### src/rtl/vidc_dma_capture.sv
// VIDC DMA snooper: captures MEMC->VIDC video/cursor/sound burst beats and publishes per-frame burst counts.
// Optional macro VIDC_DMA_TIMEOUT_EN adds an inter-beat timeout that aborts a stalled burst.
`timescale 1ns/1ps
module vidc_dma_capture #(
  parameter int DATA_W         = 32,
  parameter int BURST_BEATS    = 4,
  parameter int SYNC_STAGES    = 2,
  parameter int CNT_W          = 16,
  parameter int TIMEOUT_CYCLES = 255
) (
  input  logic              clk,
  input  logic              reset_n,
  input  logic [DATA_W-1:0] vidc_d,
  input  logic              vidc_nhs,
  input  logic              vidc_flybk,
  input  logic              vidc_nvidrq,
  input  logic              vidc_nvidak,
  input  logic              vidc_nsndrq,
  input  logic              vidc_nsndak,
  output logic              load_valid,
  output logic [1:0]        load_chan,
  output logic              load_last,
  output logic [DATA_W-1:0] load_data,
  output logic              busy,
  output logic [CNT_W-1:0]  video_cnt,
  output logic [CNT_W-1:0]  cursor_cnt,
  output logic [CNT_W-1:0]  sound_cnt,
  output logic [3:0]        fr_count,
  output logic              err_abort,
  input  logic              err_clr
);

  localparam int BW = (BURST_BEATS > 1) ? $clog2(BURST_BEATS) : 1;

  typedef enum logic [1:0] {IDLE = 2'd0, VID = 2'd1, CUR = 2'd2, SND = 2'd3} state_e;

  // strobe vector: {nsndak, nsndrq, nvidak, nvidrq, flybk, nhs}
  logic [5:0]                         pins;
  logic [SYNC_STAGES-1:0][5:0]        sync_q;
  logic [2:0]                         hist_q;
  logic [SYNC_STAGES:0][DATA_W-1:0]   dpipe_q;
  logic [5:0]                         cur;

  assign pins = {vidc_nsndak, vidc_nsndrq, vidc_nvidak, vidc_nvidrq, vidc_flybk, vidc_nhs};
  assign cur  = sync_q[SYNC_STAGES-1];

  always_ff @(posedge clk or negedge reset_n) begin
    if (!reset_n) begin
      sync_q  <= '1;
      hist_q  <= '1;
      dpipe_q <= '0;
    end else begin
      sync_q  <= {sync_q[SYNC_STAGES-2:0], pins};
      hist_q  <= {cur[5], cur[3], cur[1]};
      dpipe_q <= {dpipe_q[SYNC_STAGES-1:0], vidc_d};
    end
  end

  logic s_nhs, fb_rise, vid_req, snd_req, vid_beat, snd_beat, beat, abort;
  assign s_nhs    = cur[0];
  assign fb_rise  = cur[1] & ~hist_q[0];
  assign vid_req  = ~cur[2];
  assign vid_beat = cur[3] & ~hist_q[1];
  assign snd_req  = ~cur[4];
  assign snd_beat = cur[5] & ~hist_q[2];

  state_e          state_q, state_d;
  logic [BW-1:0]   bcnt_q;
  logic            vid_arm_q, snd_arm_q;
  logic [CNT_W-1:0] vcnt_q, ccnt_q, scnt_q;
  logic [CNT_W-1:0] video_cnt_q, cursor_cnt_q, sound_cnt_q;
  logic [3:0]      fr_q;
  logic            err_q;
  logic            load_valid_q, load_last_q;
  logic [1:0]      load_chan_q;
  logic [DATA_W-1:0] load_data_q;

  assign beat = (state_q == SND) ? snd_beat : vid_beat;

`ifdef VIDC_DMA_TIMEOUT_EN
  localparam int TW = $clog2(TIMEOUT_CYCLES + 1);
  logic [TW-1:0] tmo_q;

  // Counts idle cycles since the last beat; a beat on the limit cycle still wins.
  always_ff @(posedge clk or negedge reset_n) begin
    if (!reset_n)                       tmo_q <= '0;
    else if (state_q == IDLE || beat)   tmo_q <= '0;
    else if (tmo_q != TW'(TIMEOUT_CYCLES)) tmo_q <= tmo_q + TW'(1);
  end

  assign abort = (state_q != IDLE) && !beat && (tmo_q == TW'(TIMEOUT_CYCLES));
`else
  logic [31:0] unused_tmo;
  assign unused_tmo = 32'(TIMEOUT_CYCLES);
  assign abort      = 1'b0;
`endif

  // state register
  always_ff @(posedge clk or negedge reset_n) begin
    if (!reset_n) state_q <= IDLE;
    else          state_q <= state_d;
  end

  // next state
  always_comb begin
    state_d = state_q;
    case (state_q)
      IDLE: begin
        if (vid_req && vid_arm_q)      state_d = s_nhs ? VID : CUR;
        else if (snd_req && snd_arm_q) state_d = SND;
      end
      default: begin
        if (abort)                     state_d = IDLE;
        else if (beat && bcnt_q == '0) state_d = IDLE;
      end
    endcase
  end

  // outputs (registered below)
  logic       load_valid_d, load_last_d;
  logic [1:0] load_chan_d;
  logic       ent_vid, ent_cur, ent_snd;

  always_comb begin
    load_valid_d = (state_q != IDLE) && beat;
    load_last_d  = load_valid_d && (bcnt_q == '0);
    load_chan_d  = 2'd0;
    if (state_q == CUR) load_chan_d = 2'd1;
    if (state_q == SND) load_chan_d = 2'd2;
    ent_vid = (state_q == IDLE) && (state_d == VID);
    ent_cur = (state_q == IDLE) && (state_d == CUR);
    ent_snd = (state_q == IDLE) && (state_d == SND);
  end

  function automatic logic [CNT_W-1:0] sat_inc(input logic [CNT_W-1:0] v);
    return (&v) ? v : v + CNT_W'(1);
  endfunction

  always_ff @(posedge clk or negedge reset_n) begin
    if (!reset_n) begin
      bcnt_q       <= '0;
      vid_arm_q    <= 1'b1;
      snd_arm_q    <= 1'b1;
      vcnt_q       <= '0;
      ccnt_q       <= '0;
      scnt_q       <= '0;
      video_cnt_q  <= '0;
      cursor_cnt_q <= '0;
      sound_cnt_q  <= '0;
      fr_q         <= '0;
      err_q        <= 1'b0;
      load_valid_q <= 1'b0;
      load_last_q  <= 1'b0;
      load_chan_q  <= '0;
      load_data_q  <= '0;
    end else begin
      if (ent_vid || ent_cur || ent_snd) bcnt_q <= BW'(BURST_BEATS - 1);
      else if (load_valid_d)             bcnt_q <= bcnt_q - BW'(1);

      // re-arm only once the request has been seen inactive, so a held-low request can't retrigger
      vid_arm_q <= (ent_vid || ent_cur) ? 1'b0 : (vid_arm_q | ~vid_req);
      snd_arm_q <= ent_snd ? 1'b0 : (snd_arm_q | ~snd_req);

      if (fb_rise) begin
        video_cnt_q  <= vcnt_q;
        cursor_cnt_q <= ccnt_q;
        sound_cnt_q  <= scnt_q;
        vcnt_q       <= CNT_W'(ent_vid);
        ccnt_q       <= CNT_W'(ent_cur);
        scnt_q       <= CNT_W'(ent_snd);
        fr_q         <= fr_q + 4'd1;
      end else begin
        if (ent_vid) vcnt_q <= sat_inc(vcnt_q);
        if (ent_cur) ccnt_q <= sat_inc(ccnt_q);
        if (ent_snd) scnt_q <= sat_inc(scnt_q);
      end

      err_q        <= abort | (err_q & ~err_clr);
      load_valid_q <= load_valid_d;
      load_last_q  <= load_last_d;
      if (load_valid_d) begin
        load_chan_q <= load_chan_d;
        load_data_q <= dpipe_q[SYNC_STAGES];
      end
    end
  end

  assign load_valid = load_valid_q;
  assign load_last  = load_last_q;
  assign load_chan  = load_chan_q;
  assign load_data  = load_data_q;
  assign busy       = (state_q != IDLE);
  assign video_cnt  = video_cnt_q;
  assign cursor_cnt = cursor_cnt_q;
  assign sound_cnt  = sound_cnt_q;
  assign fr_count   = fr_q;
  assign err_abort  = err_q;

endmodule

### config.mk
export PLATFORM = sky130hd
export DESIGN_NAME = vidc_dma_capture
export DESIGN_NICKNAME = d
export VERILOG_FILES = /design/src/rtl/vidc_dma_capture.sv
export SDC_FILE = /design/constraint.sdc
export NUM_CORES = 1
export LEC_CHECK = 0
export CAP_MARGIN = 20
export CORE_UTILIZATION = 35
export DETAILED_ROUTE_END_ITERATION = 10
export PLACE_DENSITY = 0.67
export SETUP_SLACK_MARGIN = 0.15
export SYNTH_ARGS = -nofsm -noshare
export SYNTH_HDL_FRONTEND = slang
export SYNTH_SLANG_ARGS = --single-unit
export TNS_END_PERCENT = 30
### constraint.sdc
create_clock -name clk -period 3.6 [get_ports clk]
set_clock_uncertainty 0.1 [all_clocks]
set_input_delay 0.72 -clock clk [delete_from_list [all_inputs] [get_ports clk]]
set_output_delay 0.72 -clock clk [all_outputs]
set_load 0.01 [all_outputs]
==> impl_table.tex <==
\begin{tabular}{lr}
\hline
Metric & Value \\
\hline
\multicolumn{2}{l}{\textbf{Global routing}} \\
\quad First-pass GRT wire length & 29.3 mm \\
\quad Total grt overflow & 0 \\
\quad Via count of the first global-routing pass & 5777 \\
\quad Maximum number of pins on one net before global-route repair & 89 \\
\quad Antenna violations before repair & 0 \\
\quad Global-route usage over all layers & 0.136 \\
\multicolumn{2}{l}{\textbf{Worst setup path}} \\
\quad Reg2Reg Depth & 6 \\
\quad Highest-delay cell along the critical path & clkdlybuf4s50\_1 \\
\quad Data arrival time of the worst path & about 2100 ps \\
\quad Worst reg2reg setup slack & 1280 ps \\
\quad Capture point of the worst reg-to-reg path & scnt\_q[4] \\
\quad Crit path kind & flip-flop to primary output \\
\quad Largest stage delay on the critical path & just over 600 ps \\
\quad Required time of the worst setup path & approximately 2800 ps \\
\quad Startpoint of the worst register-to-register path & scnt\_q[0] \\
\quad Worst Setup End Kind & primary output \\
\quad Largest fanout on the critical path & 9 \\
\quad Cell Chain, Critical Path & nor2\_2, inv\_1, clkdlybuf4s50\_1 \\
\quad Startpoint types & flip-flop \\
\multicolumn{2}{l}{\textbf{Floorplan}} \\
\quad CORE AREA & 25300 µm² \\
\quad Total Die Area & 26500 µm² \\
\quad Die extent in x & around 160 µm \\
\quad Die Y & around 160 µm \\
\quad Number of core rows & 58 \\
\quad Number of ports placed on the die boundary & 131 \\
\quad Starting utilization of the core area & 0.359 \\
\multicolumn{2}{l}{\textbf{Routing}} \\
\quad Total vias in the final route & 5719 \\
\quad Average wire per standard cell & 14.1 µm \\
\quad Drt pass-1 iters & 4 \\
\quad Count of nets left with antenna violations after detail routing & 0 \\
\quad DR vias/cell & 4.69 \\
\quad Detailed Route WL & 17.2 mm \\
\quad Remaining design rule violation count & 0 \\
\quad First DRT Iteration DRCs & 315 \\
\multicolumn{2}{l}{\textbf{Synthesis}} \\
\quad Dominant combinational cell family by area after synthesis & simple AND/OR/NAND/NOR gates \\
\quad Cell Area, Synth & 9060 µm² \\
\quad Mean Syn Cell Area & 12.5 µm² \\
\quad XOR/XNOR Fraction of Synth Area & 0.0290 \\
\quad Number of storage elements in the synthesis netlist & 254 \\
\quad Portion of netlist area occupied by mux cells & 0.0398 \\
\quad Unique masters post-synth & 49 \\
\quad EDFF count, synth & 0 \\
\quad Area share of and/or/nand/nor cells after synthesis & 0.151 \\
\quad Synth async-reset ratio & 1.00 \\
\quad Sequential cell area fraction in the yosys report & 0.704 \\
\quad Number of instances in the synthesized netlist & 725 \\
\quad Adder and majority cell fraction of the synthesized area & 0.00691 \\
\quad Main flop type after synthesis & dfrtp\_1 \\
\quad Area fraction in compound gates after synthesis & 0.0521 \\
\quad Nets in the synthesized netlist & around 770 \\
\quad Number of warning messages in the yosys log & 0 \\
\multicolumn{2}{l}{\textbf{Pwr}} \\
\quad Max VDD drop & 0.000483 V \\
\quad Power Dens Cells & 644 nW/µm² \\
\quad Leakage & between 5 and 6 nW \\
\multicolumn{2}{l}{\textbf{Placed design}} \\
\quad RePlAce Congestion & around 0.76 \\
\quad Number of placed cells counting well taps & 1167 \\
\quad Input/output buffers & 130 \\
\quad HPWL after DPL & 11.1 mm \\
\multicolumn{2}{l}{\textbf{Clock network}} \\
\quad Clock-pin slew on the worst setup and hold paths & 60 ps \\
\quad CTS H-Tree Depth & 1 \\
\quad Number of buffers inserted for hold repair after clock tree synthesis & 0 \\
\quad Buffer cell driving the clock tree root & clkbuf\_16 \\
\quad TritonCTS clock tree & yes \\
\quad Clk sink count & 254 \\
\quad Deepest clock path buffer count & 3 \\
\quad Post-CTS setup buffer count & 0 \\
\quad Insertion delay of the later-clocked pin in the worst-skew pair & 540 ps \\
\quad Post-CTS resize count & 0 \\
\quad Total clock buffers created by CTS & 28 \\
\multicolumn{2}{l}{\textbf{Worst hold path}} \\
\quad Class of the tightest hold or removal check & primary input to async pin \\
\multicolumn{2}{l}{\textbf{Layout}} \\
\quad Core Util, Final & 0.465 \\
\quad Filler Cells Inserted & 2283 \\
\quad Layout cell share with drive strength beyond 1 & 0.132 \\
\quad Layout area overhead & 29.5\% \\
\quad Post-layout nets & 913 \\
\quad Cell Count, Final, Fillers Out & approximately 1200 \\
\quad Antenna diode instance count & 0 \\
\multicolumn{2}{l}{\textbf{STA}} \\
\quad Number of slew-limit violations in the final report & 0 \\
\quad Post-route worst hold slack & 74.3 ps \\
\quad Actual transition at the worst max-transition pin & 684 ps \\
\quad Rel. slew slack & 0.544 \\
\quad Final setup TNS & 0 ps \\
\quad Fmax & around 340 MHz \\
\quad RSZ-0062 raised after global routing & no \\
\quad Hold Fails Final Rpt & 0 \\
\quad Period minus WS final & 2900 ps \\
\quad Period Utilization, post-route & 0.806 \\
\quad Final-report setup violation count & 0 \\
\multicolumn{2}{l}{\textbf{Run}} \\
\quad Count of max-cap constraint violations & 0 \\
\multicolumn{2}{l}{\textbf{Run status}} \\
\quad Status & completed \\
\hline
\end{tabular}
worst max path at each step:
stage               slack (ps)       endpoint  startpoint
detailed placement        1250           busy  state_q[1]
finish                     700           busy  state_q[1]
floorplan                 1500  load_data[10]      cur[3]
CTS                        660           busy  state_q[1]
global placement          1300           busy  state_q[1]
global route               590           busy  state_q[1]
report_power, final:
part | internal [mW] | leakage (nW) | total [mW] | switching, mW
logic | 0.759 | 1.54 | 1.30 | 0.540
clock network | 1.72 | 0.461 | 2.82 | 1.09
registers | 3.22 | 3.17 | 3.44 | 0.219
state kept, by name (all words and copies together), names as in the netlist:
| register | flops |
|---|---|
| cur | 6 |
| load_data | 32 |
| ccnt_q | 16 |
| vid_arm_q | 1 |
| bcnt_q | 2 |
| load_last | 1 |
| video_cnt | 16 |
| cursor_cnt | 16 |
| state_q | 2 |
| sound_cnt | 16 |
| dpipe_q | 96 |
| snd_arm_q | 1 |
| load_valid | 1 |
| load_chan | 2 |
| err_abort | 1 |
| fr_count | 4 |
| sync_q | 6 |
| vcnt_q | 16 |
| hist_q | 3 |
| scnt_q | 16 |
worst max-delay path, delay by kind of cell, from the launching register on:
kind	cells	cell delay, ps
flip-flops	1	590
AND/OR/NAND/NOR	1	100
buffers and inverters	2	860
Yosys cell counts, types with 4 or more instances:
master / instances / area share
clkbuf_1: 22 / 0.0091
nor3_1: 6 / 0.0033
dfrtp_1: 237 / 0.65
nand2_1: 169 / 0.070
or4_1: 8 / 0.0066
buf_2: 4 / 0.0022
mux2_2: 32 / 0.040
a21oi_1: 11 / 0.0061
inv_1: 11 / 0.0046
nor2b_1: 4 / 0.0028
or3_1: 8 / 0.0055
o211ai_1: 12 / 0.0099
nand4_1: 17 / 0.012
nand3_1: 20 / 0.011
nor2_1: 37 / 0.015
nand2b_1: 5 / 0.0035
ha_1: 5 / 0.0069
dfstp_2: 17 / 0.049
o2111ai_1: 5 / 0.0048
o21ai_0: 18 / 0.0099
xor2_1: 16 / 0.015
xnor2_1: 14 / 0.014
cell usage in the layout (no fill, tap or decap), types with 4 or more instances in the layout:
master,n
nand3_1,20
a21oi_1,11
o2111ai_1,5
xor2_1,16
ha_1,5
clkbuf_1,9
xnor2_1,14
nor2_1,37
nor3_1,6
o21ai_0,18
dfrtp_1,237
o211ai_1,12
or3_1,8
or4_1,8
inv_1,11
nand2_1,169
buf_4,7
dfstp_2,17
nand4_1,17
clkdlybuf4s50_1,129
mux2_2,32
clkbuf_8,7
clkinv_2,4
clkbuf_16,28
nand2b_1,4
layer usage:
layer,track usage,vias to the layer above,part of all wire
li1,-,2737,-
met1,0.193,2844,0.46
met2,0.206,114,0.46
met3,0.0346,24,0.065
met4,0.0357,0,0.015
met5,0,-,0
metrics by stage:
step                area (µm²)  setup WS (ps)  total power, mW
global placement         10800           1300             4.77
detailed placement       10800           1250             4.81
global route             11700            592             7.95
CTS                      11700            664             7.69
floorplan                 9060           1500             4.07
finish                   11700            699             7.55
cell type report:
| type | instances | area (µm²) | area share |
|---|---|---|---|
| tap | 330 | 413 | 0.0352 |
| sequential | 254 | 6380 | 0.544 |
| timing repair buffer | 140 | 1420 | 0.121 |
| multi-input combinational | 432 | 2540 | 0.217 |
| clock buffer | 44 | 831 | 0.0708 |
| clock inverter | 8 | 105 | 0.00896 |
| inverter | 11 | 41.3 | 0.00352 |
kinds of logic (layout without fill, tap and decap cells):
logic type | count (synthesis) | after routing
multiplexers | 32 | 32
AO/OA/AOI/OAI | 69 | 69
XOR/XNOR | 30 | 30
AND/OR/NAND/NOR | 296 | 296
flip-flops | 254 | 254
buffers and inverters | 39 | 203
adder cells (fa/ha/maj) | 5 | 5
Note: power is estimated with default switching activity, not from simulation.
